==> config.mk <==
export PLATFORM = sky130hd
export DESIGN_NAME = recall_judge
export DESIGN_NICKNAME = d
export VERILOG_FILES = /design/src/rtl/recall_judge.sv
export SDC_FILE = /design/constraint.sdc
export NUM_CORES = 1
export LEC_CHECK = 0
export BUFFER_PORTS_ARGS = -buffer_cell sky130_fd_sc_hd__buf_4
export CORE_MARGIN = 2
export CORE_UTILIZATION = 50
export DETAILED_ROUTE_END_ITERATION = 8
export GPL_TIMING_DRIVEN = 0
export PLACE_DENSITY_LB_ADDON = 0.25
export SLEW_MARGIN = 10
export SYNTH_ARGS = -nofsm -noshare
export SYNTH_HDL_FRONTEND = slang
export SYNTH_SLANG_ARGS = --single-unit
==> constraint.sdc <==
create_clock -name clk -period 2.4 [get_ports clk]
set_input_delay 0.24 -clock clk [delete_from_list [all_inputs] [get_ports clk]]
set_output_delay 0.24 -clock clk [all_outputs]
set_load 0.005 [all_outputs]
==> src/rtl/recall_judge.sv <==
// rtl/recall_judge.sv - memory-game round controller: show a latched board, score tile guesses, declare win/lose
module recall_judge #(
    parameter int SHOW_CYCLES = 50000000,
    parameter int TIMER_W     = 26,
    parameter int MAX_MISSES  = 3
) (
    input  logic       clk,
    input  logic       reset,
    input  logic [7:0] board,
    input  logic       board_valid,
    input  logic       guess_valid,
    input  logic [2:0] guess_idx,
    output logic [7:0] display,
    output logic [7:0] found,
    output logic [2:0] misses,
    output logic       hit,
    output logic       miss,
    output logic       busy,
    output logic       win,
    output logic       lose
);

    typedef enum logic [2:0] {
        ST_IDLE   = 3'd0,
        ST_SHOW   = 3'd1,
        ST_RECALL = 3'd2,
        ST_WIN    = 3'd3,
        ST_LOSE   = 3'd4
    } state_t;

    localparam logic [TIMER_W-1:0] SHOW_LAST = TIMER_W'(SHOW_CYCLES - 1);
    localparam logic [2:0]         MISS_MAX  = 3'(MAX_MISSES);

    state_t             state_q, state_d;
    logic [7:0]         board_q, board_d;
    logic [7:0]         found_q, found_d;
    logic [2:0]         misses_q, misses_d;
    logic [TIMER_W-1:0] timer_q, timer_d;
    logic [7:0]         display_q, display_d;
    logic               hit_q, hit_d;
    logic               miss_q, miss_d;
    logic               busy_q, busy_d;
    logic               win_q, win_d;
    logic               lose_q, lose_d;
    logic [7:0]         guess_bit;

    assign guess_bit = 8'(1) << guess_idx;

    always_comb begin
        state_d  = state_q;
        board_d  = board_q;
        found_d  = found_q;
        misses_d = misses_q;
        timer_d  = timer_q;
        hit_d    = 1'b0;
        miss_d   = 1'b0;

        case (state_q)
            ST_IDLE, ST_WIN, ST_LOSE: begin
                if (board_valid) begin
                    board_d  = board;
                    found_d  = 8'h00;
                    misses_d = 3'd0;
                    timer_d  = '0;
                    state_d  = ST_SHOW;
                end
            end
            ST_SHOW: begin
                timer_d = timer_q + 1'b1;
                if (timer_q == SHOW_LAST) begin
                    timer_d = '0;
                    state_d = (board_q != 8'h00) ? ST_RECALL : ST_WIN;
                end
            end
            ST_RECALL: begin
                if (guess_valid) begin
                    if ((board_q & guess_bit) != 8'h00) begin
                        // Repeat presses of an already found tile are free.
                        if ((found_q & guess_bit) == 8'h00) begin
                            found_d = found_q | guess_bit;
                            hit_d   = 1'b1;
                            if (found_d == board_q) begin
                                state_d = ST_WIN;
                            end
                        end
                    end else begin
                        misses_d = misses_q + 3'd1;
                        miss_d   = 1'b1;
                        if (misses_d == MISS_MAX) begin
                            state_d = ST_LOSE;
                        end
                    end
                end
            end
            default: state_d = ST_IDLE;
        endcase
    end

    // Status outputs follow the state being entered so they are registered alongside it.
    always_comb begin
        display_d = 8'h00;
        busy_d    = 1'b0;
        win_d     = 1'b0;
        lose_d    = 1'b0;
        case (state_d)
            ST_SHOW: begin
                display_d = board_d;
                busy_d    = 1'b1;
            end
            ST_RECALL: begin
                display_d = found_d;
                busy_d    = 1'b1;
            end
            ST_WIN: begin
                display_d = board_d;
                win_d     = 1'b1;
            end
            ST_LOSE: begin
                display_d = board_d;
                lose_d    = 1'b1;
            end
            default: display_d = 8'h00;
        endcase
    end

    always_ff @(posedge clk or posedge reset) begin
        if (reset) begin
            state_q   <= ST_IDLE;
            board_q   <= 8'h00;
            found_q   <= 8'h00;
            misses_q  <= 3'd0;
            timer_q   <= '0;
            display_q <= 8'h00;
            hit_q     <= 1'b0;
            miss_q    <= 1'b0;
            busy_q    <= 1'b0;
            win_q     <= 1'b0;
            lose_q    <= 1'b0;
        end else begin
            state_q   <= state_d;
            board_q   <= board_d;
            found_q   <= found_d;
            misses_q  <= misses_d;
            timer_q   <= timer_d;
            display_q <= display_d;
            hit_q     <= hit_d;
            miss_q    <= miss_d;
            busy_q    <= busy_d;
            win_q     <= win_d;
            lose_q    <= lose_d;
        end
    end

    assign display = display_q;
    assign found   = found_q;
    assign misses  = misses_q;
    assign hit     = hit_q;
    assign miss    = miss_q;
    assign busy    = busy_q;
    assign win     = win_q;
    assign lose    = lose_q;

endmodule

# After elaboration in Yosys (flattened, before gate mapping)
# Cells that the tools add are included.
# Widths: inputs -> output; s select.
# word_totals
output_inout_bits	24
wordCells	76
in_bits	15
register_bits	61
# classes
reduce_logical	11
n_bitwise	3
shift	1
n_mux	34
eq_ne	14
add_sub_neg	2
# op_table
operator	n
$mux 26	2
$pmux 26 s2	1
$mux 8	6
$pmux 8 s2	2
$mux 3	10
$add 26x1->26 const B	1
$eq 26x26->1 const B	1
$and 8x8->8	2
$reduce_bool 8->1	2
$eq 3x2->1 const B	5
$mux 1	11
$pmux 3 s3	1
$eq 8x8->1	1
$logic_not 8->1	1
$or 8x8->8	1
$shl 1x3->8 const A	1
$eq 3x1->1 const B	2
$eq 3x3->1 const B	2
$ne 2x2->1 const B	3
$pmux 3 s2	1
$reduce_or 3->1	2
$reduce_and 4->1	1
$reduce_bool 2->1	2
$add 3x1->3 const B	1
3 further kinds	3

# Longest topological paths before layout
# Gate-level depths: netlist of the first run.
# depth
depth_word	11
mapped_depth	10
ltp_nobuf	8

# Worst setup path after synthesis of the first run
# OpenSTA, ideal clock, no wires.
# synth_timing
kind	register -> register
from	register timer_q[0]
to	register display_q[0], in the netlist display[0]
required_time_ns	2.273
arrival_ns	2.041
path_slack_ns	0.232
stages_incl_launch_ff	9
path_buffers	1
synth_period_minus_slack_ns	2.168
setup_time_ns	0.127
cell_sequence	dfrtp_1 -> ha_1 -> nand4_1 -> nor4_2 -> a21oi_1 -> or3_1 -> clkbuf_1 -> o21ai_1 -> o31ai_2
# synth_between
elab_chain_cells	6
word_cells_on_any_way	9
cone_classes	5 x eq/ne; 3 x mux; 1 x reduce/logical
# synth_lines
element	line_no	text
from (decl)	38	logic [TIMER_W-1:0] timer_q, timer_d;
from (signal assigned)	144	timer_q <= timer_d;
$eq 26x26->1 *	70	if (timer_q == SHOW_LAST) begin
$mux 3 *	70	
$pmux 3 s3 *	58	case (state_q)
$eq 3x3->1, or another cell as far along	105	case (state_d)
$reduce_or 3->1 (no source line)	--	
$pmux 8 s2 *	105	
via display_d[0]	39	logic [7:0] display_q, display_d;
to (signal assigned)	145	display_q <= display_d;
to (decl)	39	
# Mark *: on every way through the listed nets, which the timed path passes. The rest lies on a longest branch.
# A chain may end at the register's enable or synchronous reset.

# Worst setup path in the final report of the first run
# layout_timing
from	register timer_q[11]
to	register display_q[6], in the netlist display[6]
# layout_between
elab_chain_cells	6
word_cells_on_any_way	9
cone_classes	5 x eq/ne; 3 x mux; 1 x reduce/logical
# layout_lines
element	line_no	text
$eq 26x26->1 *	70	
$mux 3 *	70	
$pmux 3 s3 *	58	
via state_d[0]	34	state_t state_q, state_d;
$eq 3x3->1, or another cell as far along	105	
$reduce_or 3->1 (no source line)	--	
$pmux 8 s2 *	105	
via display_d[6]	39	
# Marked as above.

==> results of run 1 <==
kinds of logic (layout without fill, tap and decap cells):
| kind of cell | after synthesis | count (layout) |
|---|---|---|
| AOI/OAI and AO/OA | 105 | 105 |
| adders and majority gates | 3 | 3 |
| xor gates and xnor gates | 14 | 14 |
| buffers and inverters | 33 | 83 |
| DFF | 61 | 61 |
| muxes | 10 | 10 |
| and+or+nand+nor | 169 | 169 |
worst max-delay path, stage by stage (launching register included):
cell and delay (ns):
dfrtp_1 0.45, nor4bb_1 0.32, nand2_1 0.15, nor4_4 0.42, a21oi_1 0.15, or3_4 0.40
buf_6 0.17, o31ai_4 0.27
final cells by class:
type / instances / share of cell area, %
buffer: 17 / 2.681
clock buffer: 15 / 4.006
clock inverter: 1 / 0.1205
inverter: 13 / 1.235
multi-input combinational: 301 / 45.57
sequential: 61 / 36.81
tap: 96 / 2.892
timing repair buffer: 37 / 6.687
synthesized netlist by cell type, types with 7 or more instances:
cell	instances
a21oi_1	14
and2_1	9
clkbuf_1	12
dfrtp_1	61
inv_1	12
mux2i_1	7
nand2_1	60
nand2b_1	13
nand3_1	17
nor2_1	25
nor3_1	10
o21ai_0	39
o21ai_1	8
o31ai_2	7
xnor2_1	8
power by group through the flow:
stage | Sequential, mW | Clock (mW) | Combinational (mW)
2_1_floorplan | 1.45 | 0 | 0.934
3_3_place_gp | 1.52 | 0 | 1.29
3_5_place_dp | 1.53 | 0 | 1.33
4_1_cts | 1.53 | 0.835 | 1.33
5_1_grt | 1.57 | 0.878 | 1.50
6_report | 1.54 | 0.819 | 1.34
state kept, by name, summed over array words and instances (netlist names):
register	flops
busy	1
found	8
lose	1
hit	1
timer_q	26
display	8
win	1
board_q	8
misses	3
state_q	3
miss	1
timing repair:
item / CTS / global route
gates resized for setup: 8 / 13
setup buffers: 1 / 0
endpoints found under the setup margin: 30 / 34
pin swaps: 5 / 3
worst max path at each step:
stage | end | slack (ns) | depth (start not counted)
after floorplan | display[0] | 0.23 | 8
after global placement | display[7] | -0.28 | 8
after detailed placement | display[7] | -0.31 | 8
after global routing | timer_q[3] | -0.17 | 7
final | display[6] | -0.03 | 7
after CTS | display[6] | 0.002 | 7
layer usage:
metal / global-route usage (%) / vias up / part of all wire, %
met5: 0 / - / 0
met4: 11.98 / 0 / 2.1
met3: 4.053 / 15 / 6.8
met2: 36.91 / 123 / 46
met1: 36.02 / 1508 / 45
li1: - / 1499 / -
==> impl_metrics.ini, run 1 <==
[outcome]
run_status = finished, violations left
failing_checks = setup timing

[sta]
tns_ns = -0.06428
final_hold_viol_count = 0
max_slew_margin_pct = 23.00
period_minus_slack_ns = 2.434
drv_slew = 0
rsz0062_at_grt = true
finalWorstSetupSlack_ns = -0.03442
clock_skew_ns = 0.009767
max_freq_mhz = 410.8
hold_slack_ns = 0.03088
timing.final.crit_share_pct = 101.4
worst-slew-pin-transition_ns = 1.146
final-setup-viol-count = 5

[place]
final_weighted_congestion_of_routability_driven_global_placement = 0.8848
placement.io_buffers = 36
placed_wire_length_estimate_after_detailed_placement_mm = 6.220
postPlaceCellArea_mm2 = 0.003931
place_worst_setup_slack_ns = -0.3117
post-place-cells = 527

[synthesis]
synth_area_in_compound_gates_pct = 20.33
cell_type_with_the_largest_total_area_after_synthesis = dfrtp_1
post_synthesis_share_of_cell_area_spent_on_xor_and_xnor_gates_pct = 3.465
synthesis.nets = 413
synth-async-reset-ratio_pct = 100.0
synth_largest_type_area_fraction_pct = 43.14
netlist_top_cells_area = dfrtp_1 (43%), nand2_1 (6.4%), o21ai_0 (5.5%)
synthAdderAreaFrac_pct = 1.061
yosys.area_share.simple_pct = 24.15
syn_area_mm2 = 0.003538
yosys-mux-area-fraction_pct = 3.359
ys_seq_area_share_pct = 43.14
synth_ff_type = dfrtp_1
combinational_family_with_the_most_area_after_synthesis = simple AND/OR/NAND/NOR gates
yosys_register_bits = 61
ys_warn_count = 0
avgSynthCellArea_um2 = 8.958
synthCells = 395
synth_edf_count = 0
synth_cell_types = 59

[finish]
flow.area_growth_from_synthesis_pct = 17.40
final-instance-count-excl-fill = 541
final_cell_area_mm2 = 0.004154
layout.cells.most_common = nand2_1
final_net_count = 458
regArea_mm2 = 0.001529
final.fill_count = 622
multi_input_area_mm2 = 0.001893
mostFrequentLayoutCells = nand2_1 (60), dfrtp_1 (59), o21ai_0 (39)
post_route_cells_drive_above_1_share_pct = 20.00
post-route-util_pct = 60.81
num_antenna_cells = 0

[critical_path]
end_kind = flop
worst-setup-path-type = reg -> reg
rr_worst_depth = 7
timing.rr.end = display[6]
ff_to_ff_setup_slack_ns = -0.03
critical_path.startpoint = timer_q[11]
worst_ep_arrival_time_ns = 2.68
critical_path_required_time_ns = 2.64
worst_setup_path_start_kind = flop
worst-path-max-fanout = 10
worstReg2RegStart = timer_q[11]

[floorplanning]
design.portCount = 39
core-area_mm2 = 0.006832
start_util_pct = 51.79
dieHeight_um = 88.13
rows = 30
dieWidth_um = 88.13
die_area_mm2 = 0.007766

[pwr]
cell_internal_pwr_mw = 2.274
p_clk_share_pct = 22.1
finalPower_mw = 3.702
power.density_mw_per_mm2 = 891.1
share_seq_of_total_power_pct = 41.6
power.ir.vdd_worst_mv = 0.4997
p_comb_share_pct = 36.3
leakage_nw = 1.820
power.share.switching_pct = 38.57
p_switching_mw = 1.428

[global_route]
grt_first_pass_wirelength_mm = 14.79
grt.overflow.total = 0
grt_antenna_before_repair = 0
vias_in_the_first_global_route = 2975
global_route_usage_sum_pct = 25.00
largest_net_degree_at_the_start_of_global_routing = 62

[drt]
drt-wirelength-per-cell_um = 16.55
ant_nets = 0
detail_route.vias_per_cell = 5.813
drt_iter0_markers = 250
route.final.wire_length_mm = 8.953
vias = 3145
drtPass1Iterations = 5
remaining_drc_errors = 0

[clock_tree]
postCtsHoldBufs = 0
cts_num_sinks = 61
ctsRootBufferMaster = clkbuf_8
cts.path.max_buffers = 2
cts_made_buffers = 9
htree_levels = 3
clkSlewWorstSetupHoldPaths_ns = 0.07
tritoncts = built
worstSkewPairLatency_ns = 0.34

[worst_hold_path]
worst_hold_path_type = in -> async

[job]
max-cap-violations = 0
No activity file was read; power rests on OpenSTA's default activity.
==> run 2, diff against run 1 <==
Settings changed: BUFFER_PORTS_ARGS -buffer_cell sky130_fd_sc_hd__buf_4 to -buffer_cell sky130_fd_sc_hd__buf_2.
==> impl_metrics.ini, run 2 (same netlist as run 1, synthesis figures left out) <==
[outcome]
run_status = finished clean

[clock_tree]
cts_made_buffers = 9
clkSlewWorstSetupHoldPaths_ns = 0.06
cts_num_sinks = 61
cts.path.max_buffers = 2
worstSkewPairLatency_ns = 0.34
htree_levels = 3
postCtsHoldBufs = 0
ctsRootBufferMaster = clkbuf_8
tritoncts = built

[drt]
drt-wirelength-per-cell_um = 16.23
route.final.wire_length_mm = 8.862
vias = 3181
detail_route.vias_per_cell = 5.826
remaining_drc_errors = 0
ant_nets = 0
drt_iter0_markers = 283
drtPass1Iterations = 6

[job]
max-cap-violations = 0

[floorplanning]
die_area_mm2 = 0.007766
rows = 30
start_util_pct = 51.79
design.portCount = 39
dieWidth_um = 88.13
dieHeight_um = 88.13
core-area_mm2 = 0.006832

[finish]
final_cell_area_mm2 = 0.004099
max_ffs_per_register = 26
layout.cells.most_common = nand2_1
largest_register = timer_q
final.fill_count = 623
mostFrequentLayoutCells = nand2_1 (60), dfrtp_1 (58), buf_2 (40)
num_antenna_cells = 0
post_route_cells_drive_above_1_share_pct = 22.00
final_net_count = 464
final-instance-count-excl-fill = 546
post-route-util_pct = 60.00
flow.area_growth_from_synthesis_pct = 15.84

[critical_path]
worst_ep_arrival_time_ns = 2.61
worst_setup_path_start_kind = flop
worstReg2RegStart = board_q[1]
worst-setup-path-type = reg -> reg
worst-path-max-fanout = 10
critical_path_required_time_ns = 2.64
critical_path.startpoint = board_q[1]
end_kind = flop

[global_route]
grt_first_pass_wirelength_mm = 14.72
vias_in_the_first_global_route = 2987
global_route_usage_sum_pct = 24.79
grt.overflow.total = 0
largest_net_degree_at_the_start_of_global_routing = 62
grt_antenna_before_repair = 0

[place]
final_weighted_congestion_of_routability_driven_global_placement = 0.8582
placed_wire_length_estimate_after_detailed_placement_mm = 6.066
placement.io_buffers = 36
post-place-cells = 527
postPlaceCellArea_mm2 = 0.003841

[sta]
final-setup-viol-count = 0
timing.final.crit_share_pct = 98.93
clock_skew_ns = 0.008488
drv_slew = 0
max_slew_margin_pct = 48.50
period_minus_slack_ns = 2.374
worst-slew-pin-transition_ns = 0.7724
final_hold_viol_count = 0
max_freq_mhz = 421.2
rsz0062_at_grt = true
hold_slack_ns = 0.02998

[pwr]
p_clk_share_pct = 21.4
p_switching_mw = 1.434
share_seq_of_total_power_pct = 42.0
leakage_nw = 1.825
cell_internal_pwr_mw = 2.219
power.density_mw_per_mm2 = 891.1
finalPower_mw = 3.653
power.share.switching_pct = 39.26
power.ir.vdd_worst_mv = 0.6108
p_comb_share_pct = 36.6

[worst_hold_path]
worst_hold_path_type = in -> async
run 2: cell count changes in the layout (fill, tap and decap cells not counted), moves of 2 or more:
cell | previous run | this run
buf_2 | 4 | 40
buf_4 | 38 | 7
nor3_1 | 9 | 7
nor3_2 | 1 | 3
run 2: critical path: stages, from the launching register on:
cell	delay [ns]
dfrtp_2	0.44
mux2_4	0.29
a22oi_2	0.21
o221a_4	0.28
nor3_4	0.07
o2111a_4	0.19
or3_4	0.35
buf_6	0.16
o31ai_2	0.28
run 2: layout make-up:
cell class	count	area [µm²]	share of cell area (%)
buffer	17	105.1	2.564
clock buffer	13	148.9	3.632
clock inverter	2	10.01	0.2442
inverter	13	51.30	1.252
multi-input combinational	301	1901	46.37
sequential	61	1530	37.33
tap	96	120.1	2.930
timing repair buffer	43	232.7	5.678
run 2: final timing paths:
check	slack, ns	endpoint	cells past startpoint
hold / removal	0.03	busy	2
max in group asynchronous	1.83	board_q[6]	2
setup reg to reg	0.03	display[6]	8
setup / recovery	0.03	display[6]	8
hold reg to reg	0.50	timer_q[25]	1
min in group clk	0.11	board_q[5]	3
run 2: per-layer routing:
layer  wire length, µm  track usage (%)  up-vias
li1                  -                -     1510
met1              4249            36.87     1532
met2              3936            36.29      122
met3               548            4.713       17
met4               127            8.815        0
met5                 0                0        -
run 2: what timing repair did:
item	4_1_cts	5_1_grt
setup endpoints to repair	31	29
resized for setup	7	9
pin swaps	4	4
buffers inserted	3	4
run 2: through the flow:
step	worst slack, ns	TNS, ns
3_5_place_dp	-0.3525	-3.871
2_1_floorplan	0.2319	0
6_report	0.02559	0
4_1_cts	0.0002767	0
5_1_grt	-0.009952	-0.01854
3_3_place_gp	-0.2761	-9.860
run 2: power by group through the flow:
stage / Combinational [mW] / Clock [mW] / Sequential (mW)
after detailed placement: 1.28 / 0 / 1.52
after global placement: 1.24 / 0 / 1.51
final: 1.34 / 0.783 / 1.53
after CTS: 1.29 / 0.792 / 1.52
after floorplan: 0.934 / 0 / 1.45
after global routing: 1.49 / 0.844 / 1.56
